==> src/rtl/servo_pid_multi.sv <==
// N-channel servo loop: one time-multiplexed PID datapath (single multiplier)
// feeding N glitch-free PWM generators with shadowed duty registers.
module servo_pid_multi #(
  parameter int WIDTH = 12,
  parameter int N_CH  = 2,
  parameter int FRAC  = 8,
  parameter int ACCW  = 16
) (
  input  logic                    clk_i,
  input  logic                    reset,
  input  logic                    enable_i,
  input  logic                    dataf_i,
  input  logic [N_CH*WIDTH-1:0]   adc_i,
  input  logic [N_CH*WIDTH-1:0]   ref_i,
  input  logic [WIDTH-1:0]        kp_i,
  input  logic [WIDTH-1:0]        ki_i,
  input  logic [WIDTH-1:0]        kd_i,
  output logic [N_CH-1:0]         pwm_o,
  output logic [N_CH-1:0]         sat_o,
  output logic                    busy_o,
  output logic                    done_o,
  output logic                    overrun_o
);

  localparam int CW = (N_CH > 1) ? $clog2(N_CH) : 1;
  localparam int EW = WIDTH + 1;          // error
  localparam int DW = WIDTH + 2;          // error delta
  localparam int PW = EW + ACCW;          // multiplier product
  localparam int AW = WIDTH + ACCW + 3;   // accumulator
  localparam logic signed [ACCW:0]   SUM_MAX = (ACCW+1)'((2 ** (ACCW-1)) - 1);
  localparam logic signed [ACCW:0]   SUM_MIN = -SUM_MAX;
  localparam logic [WIDTH-1:0]       DUTY_MAX = '1;
  localparam logic [CW-1:0]          LAST_CH  = CW'(N_CH - 1);

  typedef enum logic [2:0] {IDLE, S_ERR, S_P, S_I, S_D, S_WR, S_DONE} state_t;

  state_t state, next_state;
  logic [CW-1:0] ch;

  logic [WIDTH-1:0] adc_s [N_CH];
  logic [WIDTH-1:0] ref_s [N_CH];
  logic [WIDTH-1:0] kp_s, ki_s, kd_s;

  logic signed [ACCW-1:0] integ  [N_CH];
  logic signed [EW-1:0]   e_prev [N_CH];
  logic [N_CH-1:0]        sat_hi, sat_lo;
  logic [WIDTH-1:0]       duty_shadow [N_CH];
  logic [WIDTH-1:0]       duty_active [N_CH];

  logic signed [EW-1:0]   e_r;
  logic signed [DW-1:0]   d_r;
  logic signed [ACCW-1:0] i_new_r;
  logic signed [AW-1:0]   acc;

  logic frame_start, last_ch, in_compute;
  logic busy_d, done_d, ovr_d;

  assign frame_start = dataf_i && enable_i && (state == IDLE || state == S_DONE);
  assign last_ch     = (ch == LAST_CH);
  assign in_compute  = (state inside {S_ERR, S_P, S_I, S_D, S_WR});

  // NOTE: sequential state uses non-blocking assignments so every flop samples
  // pre-edge values regardless of process ordering.
  always_ff @(posedge clk_i or posedge reset) begin
    if (reset) state <= IDLE;
    else       state <= next_state;
  end

  // NOTE: every always_comb output gets a default first so no latch is inferred.
  always_comb begin
    next_state = state;
    if (!enable_i) begin
      next_state = IDLE;
    end else begin
      unique case (state)
        IDLE, S_DONE: next_state = frame_start ? S_ERR : IDLE;
        S_ERR:        next_state = S_P;
        S_P:          next_state = S_I;
        S_I:          next_state = S_D;
        S_D:          next_state = S_WR;
        S_WR:         next_state = last_ch ? S_DONE : S_ERR;
        default:      next_state = IDLE;
      endcase
    end
  end

  always_comb begin
    busy_d = next_state inside {S_ERR, S_P, S_I, S_D, S_WR};
    done_d = enable_i && (state == S_DONE);
    ovr_d  = enable_i && dataf_i && in_compute;
  end

  always_ff @(posedge clk_i or posedge reset) begin
    if (reset) begin
      busy_o    <= 1'b0;
      done_o    <= 1'b0;
      overrun_o <= 1'b0;
    end else begin
      busy_o    <= busy_d;
      done_o    <= done_d;
      overrun_o <= ovr_d;
    end
  end

  // Error, delta and saturated/anti-windup integral for the current channel
  logic signed [EW-1:0]   e_c;
  logic signed [DW-1:0]   d_c;
  logic signed [ACCW:0]   i_sum;
  logic signed [ACCW-1:0] i_next;
  logic                   hold;

  always_comb begin
    e_c   = $signed({1'b0, ref_s[ch]}) - $signed({1'b0, adc_s[ch]});
    d_c   = {e_c[EW-1], e_c} - {e_prev[ch][EW-1], e_prev[ch]};
    i_sum = {integ[ch][ACCW-1], integ[ch]} + {{(ACCW+1-EW){e_c[EW-1]}}, e_c};
    hold  = (sat_hi[ch] && !e_c[EW-1] && (e_c != '0)) || (sat_lo[ch] && e_c[EW-1]);
    if (hold)                 i_next = integ[ch];
    else if (i_sum > SUM_MAX) i_next = ACCW'(SUM_MAX);
    else if (i_sum < SUM_MIN) i_next = ACCW'(SUM_MIN);
    else                      i_next = ACCW'(i_sum);
  end

  // Shared multiplier: gain operand and signal operand selected by phase
  logic signed [EW-1:0]   mul_a;
  logic signed [ACCW-1:0] mul_b;
  logic signed [PW-1:0]   prod;
  logic signed [AW-1:0]   prod_x, u_c;
  logic                   u_lo, u_hi;

  always_comb begin
    unique case (state)
      S_P:     begin mul_a = {1'b0, kp_s}; mul_b = {{(ACCW-EW){e_r[EW-1]}}, e_r}; end
      S_I:     begin mul_a = {1'b0, ki_s}; mul_b = i_new_r; end
      default: begin mul_a = {1'b0, kd_s}; mul_b = {{(ACCW-DW){d_r[DW-1]}}, d_r}; end
    endcase
    prod   = mul_a * mul_b;
    prod_x = {{(AW-PW){prod[PW-1]}}, prod};
    u_c    = acc >>> FRAC;
    u_lo   = u_c[AW-1];
    u_hi   = !u_c[AW-1] && (|u_c[AW-2:WIDTH]);
  end

  // NOTE: the per-channel arrays are true registers that must come up cleared,
  // so they are reset element by element rather than left as uninitialised RAM.
  always_ff @(posedge clk_i or posedge reset) begin
    if (reset) begin
      ch      <= '0;
      kp_s    <= '0;
      ki_s    <= '0;
      kd_s    <= '0;
      e_r     <= '0;
      d_r     <= '0;
      i_new_r <= '0;
      acc     <= '0;
      sat_hi  <= '0;
      sat_lo  <= '0;
      sat_o   <= '0;
      for (int k = 0; k < N_CH; k++) begin
        adc_s[k]       <= '0;
        ref_s[k]       <= '0;
        integ[k]       <= '0;
        e_prev[k]      <= '0;
        duty_shadow[k] <= '0;
      end
    end else if (!enable_i) begin
      ch     <= '0;
      sat_hi <= '0;
      sat_lo <= '0;
      sat_o  <= '0;
      for (int k = 0; k < N_CH; k++) begin
        integ[k]       <= '0;
        e_prev[k]      <= '0;
        duty_shadow[k] <= '0;
      end
    end else begin
      if (frame_start) begin
        ch   <= '0;
        kp_s <= kp_i;
        ki_s <= ki_i;
        kd_s <= kd_i;
        for (int k = 0; k < N_CH; k++) begin
          adc_s[k] <= adc_i[k*WIDTH +: WIDTH];
          ref_s[k] <= ref_i[k*WIDTH +: WIDTH];
        end
      end
      unique case (state)
        S_ERR: begin
          e_r     <= e_c;
          d_r     <= d_c;
          i_new_r <= i_next;
        end
        S_P:      acc <= prod_x;
        S_I, S_D: acc <= acc + prod_x;
        S_WR: begin
          duty_shadow[ch] <= u_lo ? '0 : (u_hi ? DUTY_MAX : u_c[WIDTH-1:0]);
          sat_o[ch]       <= u_lo || u_hi;
          sat_hi[ch]      <= u_hi;
          sat_lo[ch]      <= u_lo;
          integ[ch]       <= i_new_r;
          e_prev[ch]      <= e_r;
          if (!last_ch) ch <= ch + CW'(1);
        end
        default: ;
      endcase
    end
  end

  // PWM: free-running counter, duty transferred from shadow only at wrap
  logic [WIDTH-1:0] cnt;
  logic [N_CH-1:0]  pwm_q;

  always_ff @(posedge clk_i or posedge reset) begin
    if (reset) begin
      cnt   <= '0;
      pwm_q <= '0;
      for (int k = 0; k < N_CH; k++) duty_active[k] <= '0;
    end else begin
      cnt <= cnt + WIDTH'(1);
      for (int k = 0; k < N_CH; k++) begin
        pwm_q[k] <= (cnt < duty_active[k]);
        if (!enable_i)            duty_active[k] <= '0;
        else if (cnt == DUTY_MAX) duty_active[k] <= duty_shadow[k];
      end
    end
  end

  assign pwm_o = pwm_q & {N_CH{enable_i}};

endmodule

==> config.mk <==
export PLATFORM = sky130hd
export DESIGN_NAME = servo_pid_multi
export DESIGN_NICKNAME = d
export VERILOG_FILES = /design/src/rtl/servo_pid_multi.sv
export SDC_FILE = /design/constraint.sdc
export NUM_CORES = 1
export LEC_CHECK = 0
export BUFFER_PORTS_ARGS = -buffer_cell sky130_fd_sc_hd__buf_4
export CAP_MARGIN = 20
export CORE_MARGIN = 4
export CORE_UTILIZATION = 57
export CTS_CLUSTER_DIAMETER = 80
export DETAILED_ROUTE_END_ITERATION = 8
export PLACE_DENSITY = 0.73
export SLEW_MARGIN = 20
export SYNTH_ARGS = -nofsm -noshare
export SYNTH_HDL_FRONTEND = slang
export SYNTH_SLANG_ARGS = --single-unit
==> constraint.sdc <==
create_clock -name clk_i -period 11.9 [get_ports clk_i]
set_input_delay 0.595 -clock clk_i [delete_from_list [all_inputs] [get_ports clk_i]]
set_output_delay 0.595 -clock clk_i [all_outputs]
set_load 0.01 [all_outputs]
==> metrics.txt, run 1 <==
max incr delay on CP 0.70 ns; worst path arrival time 9.80 ns; RSZ-0062 raised after global routing no; max_cap viols 0; ys async rst share 100%; EDFF count, synth 0; Via density about 5.7; Skew-Pair Late Insertion Delay 0.54 ns; Mapped Area between 0.02 and 0.025 mm²; drt first pass iters 6; most used cell, CP fa_1; Residual DRC 0; Synth top area share around 30%; Avg Inst Size Synth between 9 and 10 µm²; buffer depth of the longest clock path 3; layout cells sized above 1 approximately an eighth; post-cts gate resize count 0; Slowest cell on crit path nand2b_2; Synth top cells by count nand2_1 (422), inv_1 (309), dfrtp_1 (291), nor2_1 (205), fa_1 (182); chip height between 200 and 250 µm; routed length per instance 18.1 µm; antenna violation net count after detailed routing 0; I/O pin cnt 95; port bufs 94; CTS tree yes; CP Launch Point state[2]; Slew Limit Fails 0; die span in x between 200 and 250 µm; CTS Buf Count 35; Post-Synth XOR/XNOR Area roughly 3.3%; clk slew on worst S/H paths 0.06 ns; sequential share of the synthesized area 30.1%; Multi-input gate area around 0.015 mm²; grt total ovfl 0; Syn Inst Count 2666; post-route minimum period about 9.4 ns; Max Freq 107 MHz; adder-cell share of the synthesized area between 20% and 30%; NumNets Final roughly 3100; Final Skew about 0.015 ns; Synth Area in Compound Gates approximately 13%; leading area contributor after synthesis dfrtp_1; run status finished clean; placeable core area 0.0419 mm²; largest net degree at the start of global routing about 170; DR iter-0 viols 1367; initial antenna violation count 0; Placer Congestion between 0.9 and 1; Post-Synth Simple-Gate Area 15.3%; Reg2Reg Launch Point state[2]; Vias 18591; Worst slew margin approximately 25%; global-route wire length before repair 97.9 mm; final core occ roughly 63%; final count of hold timing violations 0; setup TNS 0 ns; mux contribution to synthesized area under 10%; Post-Synthesis Net Count 3100; Worst Path Max Fanout 40; Yosys warning total 0; Ant. Diodes 0; Tot GR Track Use 26.5%; CP startpoint kind register; top post-synthesis cells by area dfrtp_1 (30%), fa_1 (15%), ha_1 (8.5%); reg-to-reg setup timing slack approximately 2.5 ns; setup bufs post-CTS 0; Worst-Margin Slew roughly 1.1 ns; CTS Hold Bufs 0; post-route cell area 0.0266 mm²; Final Setup Violations 0; clk sinks slightly below 300; area taken by flip-flops and latches between 0.007 and 0.008 mm²; Fill cells 3435; largest family of logic cells by synthesized area adder cells; critical path class reg -> reg; ys flop type dfrtp_1; detailed-route wire length between 50 and 60 mm; die footprint between 0.04 and 0.05 mm²; hpwl dp 44.3 mm; clk root buf clkbuf_16; P&R area growth vs syn 10.2%; vias in the first global route ~19000; CTS HTree Levels 2; top-count cell post-synth nand2_1; Synth Register Bits roughly 290; Starting Density 57.6%; Critical Path RT around 12 ns; dpl cell area approximately 0.025 mm²; Hold Slack roughly 0.22 ns; Unique masters post-synth 69; Hold WC Path Type in -> async; num rows 75; Crit. End Element register; Tcrit/Tclk final between 70% and 80%
-- cells in the final DEF (no fill, tap or decap), types with 59 or more instances in the layout --
cell type  Yosys  layout
ha_1         164     164
mux2_2       114     114
nor2_1       205     204
dfrtp_1      291     289
xnor2_1       59      59
a21boi_0      91      91
nand2_1      422     422
fa_1         182     182
o21ai_0       91      91
inv_1        309     308
buf_4          0     119
a21oi_1      126     124
-- layer usage --
layer	GRT usage, %	vias to the layer above	wire (µm)
met2	41.8	606	27000
met5	0	-	0
met3	5.72	104	4280
met1	37.4	9017	26200
met4	7.59	0	1660
li1	-	8864	-
-- flip-flops by register name, indices dropped and copies added, names as in the netlist, 12 cells and up --
register / cells
kp_s: 12
adc_s: 24
cnt: 12
e_prev: 26
i_new_r: 16
duty_active: 24
kd_s: 12
ki_s: 12
integ: 32
duty_shadow: 24
d_r: 14
e_r: 13
ref_s: 24
acc: 31
-- cells by family (layout without fill, tap and decap cells) --
family                   after synthesis  count (layout)
buffers and inverters                422             493
multiplexers                         168             168
XOR/XNOR                              92              92
AO/OA/AOI/OAI                        498             498
AND/OR/NAND/NOR                      849             849
flip-flops                           291             291
adder cells (fa/ha/maj)              346             346
-- stage by stage --
step,worst slack (ns),std cells
after detailed placement,2.47,3212
after global placement,2.70,3212
after global routing,1.88,3276
final,2.54,3276
after CTS,2.42,3273
after floorplan,3.20,2666
-- critical path, delay by kind of cell (launching register included) --
family | cells | cell delay [ns]
fa+ha+maj | 7 | 3.33
compound gates | 15 | 3.02
simple gates | 3 | 1.28
buf+inv | 5 | 0.59
flops | 1 | 0.53
mux | 1 | 0.32
xor+xnor | 1 | 0.16
-- path summary, 6_finish.rpt --
| kind | end | cells after the start |
|---|---|---|
| setup / recovery | acc[28] | 32 |
| hold reg to reg | d_r[2] | 2 |
| setup reg to reg | acc[28] | 32 |
| min in group clk_i | adc_s[15] | 2 |
| max in group asynchronous | acc[16] | 3 |
| hold / removal | acc[26] | 2 |
-- layout make-up --
class / instances / area share, %
clock inverter: 15 / 0.696
multi-input combinational: 1953 / 57.5
clock buffer: 46 / 3.87
sequential: 291 / 27.4
tap: 539 / 2.53
inverter: 309 / 4.39
timing repair buffer: 123 / 3.62
Power of run 1 is not shown: default switching activity piles up to over one toggle a cycle in this logic, so the estimate is an artifact.
==> run 2, diff against run 1 <==
--- a/config.mk
+++ b/config.mk
@@ -11,7 +11,7 @@
 export CORE_UTILIZATION = 57
 export CTS_CLUSTER_DIAMETER = 80
 export DETAILED_ROUTE_END_ITERATION = 8
-export PLACE_DENSITY = 0.73
+export PLACE_DENSITY = 0.76
 export SLEW_MARGIN = 20
 export SYNTH_ARGS = -nofsm -noshare
 export SYNTH_HDL_FRONTEND = slang
==> constraint.sdc (replaced) <==
create_clock -name clk_i -period 8.1 [get_ports clk_i]
set_input_delay 0.405 -clock clk_i [delete_from_list [all_inputs] [get_ports clk_i]]
set_output_delay 0.405 -clock clk_i [all_outputs]
set_load 0.01 [all_outputs]
==> run 2 against run 1 <==
Count of clock-buffer cells in the layout shrank 5. Non-clock buffer count up 98. Clock skew grew 0.011 ns.
==> metrics.txt, run 2 (synthesis results as in run 1) <==
Critical Path RT 8.57 ns (was 12.34 ns); routing usage on met1 38.6% (was 37.4%); R2R depth 35 (was 32); layout cells sized above 1 16.2% (was 11.9%); post-route minimum period 7.84 ns (was 9.36 ns); flip-flop count of the largest register after layout 32 (unchanged); Reg2Reg Launch Point state[0] (was state[2]); most used cell, CP fa_1 (unchanged); Max Freq 128 MHz (was 107 MHz); most frequent cells in the layout nand2_1 (421), inv_1 (306), dfrtp_1 (289), buf_4 (208), nor2_1 (202) (was nand2_1 (422), inv_1 (308), dfrtp_1 (289), nor2_1 (204), fa_1 (182)); total placed cells including tap cells 3291 (was 3212); non-filler cells, final 3370 (was 3276); grt total ovfl 0 (unchanged); detailed-route wire length 61.5 mm (was 59.2 mm); Worst-Margin Slew 1.06 ns (was 1.12 ns); Starting Density 57.6% (unchanged); DR iter-0 viols 1200 (was 1367); routed length per instance 18.2 µm (was 18.1 µm); clk sinks 291 (unchanged); clk slew on worst S/H paths 0.06 ns (about the same); clk root buf clkbuf_16 (unchanged); Via density 5.71 (was 5.67); Top Usage Layer GRT met2 (unchanged); antenna violation net count after detailed routing 0 (unchanged); final count of hold timing violations 0 (unchanged); Slowest cell on crit path dfrtp_4 (was nand2b_2); buffer depth of the longest clock path 3 (unchanged); I/O pin cnt 95 (unchanged); grt met2 use 43.4% (was 41.8%); Vias 19228 (was 18591); die span in x 214 µm (unchanged); initial antenna violation count 0 (unchanged); run status finished clean (unchanged); port bufs 94 (unchanged); num rows 75 (unchanged); hold path endpoint ref_s[15]; NumNets Final 3244 (was 3147); Worst Path Max Fanout 6 (was 40); Biggest register integ (unchanged); biggest regs integ: 32 flops, acc: 31 flops, e_prev: 26 flops (unchanged); drt first pass iters 7 (was 6); worst path arrival time 8.31 ns (was 9.80 ns); Placer Congestion 0.969 (was 0.952); Residual DRC 0 (unchanged); Tcrit/Tclk final 96.8% (was 78.7%); setup ws final 0.257 ns (was 2.54 ns); Hold Crit Depth 2; CTS tree yes (unchanged); Crit. End Element register (unchanged); die footprint 0.0457 mm² (unchanged); chip height 214 µm (unchanged); commonest non-fill, non-tap cell in the layout nand2_1 (unchanged); Skew-Pair Late Insertion Delay 0.56 ns (was 0.54 ns); global-route wire length before repair 101 mm (was 97.9 mm); Ant. Diodes 0 (unchanged); CP startpoint kind register (unchanged); placeable core area 0.0419 mm² (unchanged); max_cap viols 0 (unchanged); CTS Hold Bufs 0 (unchanged); post-placement setup slack -0.0224 ns (was 2.47 ns); hold path start ref_i[3]; Final Skew 0.0265 ns (was 0.0153 ns); max incr delay on CP 0.53 ns (was 0.70 ns); critical path class reg -> reg (unchanged); CTS HTree Levels 2 (unchanged); Hold WC Path Type in -> reg (was in -> async); hpwl dp 47.1 mm (was 44.3 mm); largest net degree at the start of global routing 86 (was 165); vias in the first global route 19548 (was 18954); R2R Path End acc[28] (unchanged); Tot GR Track Use 27.4% (was 26.5%); P&R area growth vs syn 14.1% (was 10.2%); reg-to-reg setup timing slack 0.26 ns (was 2.54 ns); Slew Limit Fails 0 (unchanged); Worst slew margin 29.0% (was 24.9%); grt met3 use 5.37% (was 5.72%); CTS Buf Count 34 (was 35); Final Setup Violations 0 (unchanged)
-- run 2: per-layer routing --
metal	up-vias	share of wire [%]
met5	-	0
met4	0	3.4
met3	119	6.6
met2	590	46
met1	9448	44
li1	9071	-
-- run 2: what timing repair did --
item / CTS / global route
setup buffers: 0 / 20
gates resized for setup: 2 / 66
setup endpoints to repair: 3 / 12
pin swaps: 0 / 30
-- run 2: how the worst max path moves through the flow --
stage          endpoint  startpoint  slack [ns]
3_3_place_gp    acc[28]    state[0]        0.09
6_report        acc[28]    state[0]        0.26
4_1_cts         acc[28]    state[2]      0.0009
2_1_floorplan   acc[28]    state[0]       -0.23
3_5_place_dp    acc[28]    state[0]       -0.02
5_1_grt         acc[28]    state[2]       -0.08
-- run 2: final cells by class --
type | count | area (µm²)
multi-input cells | 1953 | 15600
fillers | 3344 | 14400
flip-flops and latches | 291 | 7290
repair buffers | 221 | 1750
inverters | 309 | 1160
clock buffers | 41 | 917
well taps | 539 | 674
clock inverters | 16 | 211
-- run 2: through the flow --
| step | hold WS [ns] | cell area, µm² | util (%) | setup TNS [ns] |
|---|---|---|---|---|
| floorplan | 0.446 | 24200 | - | -0.226 |
| global placement | 0.470 | 25900 | 61.9 | 0 |
| detailed placement | 0.478 | 25900 | 61.9 | -0.0224 |
| CTS | 0.0485 | 27100 | 64.6 | 0 |
| global route | 0.0449 | 27600 | 65.7 | -0.188 |
| finish | 0.0760 | 27600 | 65.7 | 0 |
-- run 2: worst max-delay path, delay by kind of cell (launching register included) --
kind / cells / cell delay (ns)
AND/OR/NAND/NOR: 6 / 0.80
AO/OA/AOI/OAI: 10 / 1.73
XOR/XNOR: 1 / 0.10
flip-flops: 1 / 0.53
adder cells (fa/ha/maj): 7 / 3.12
multiplexers: 2 / 0.50
buffers and inverters: 9 / 0.98
Power of run 2 is left out for the same reason.
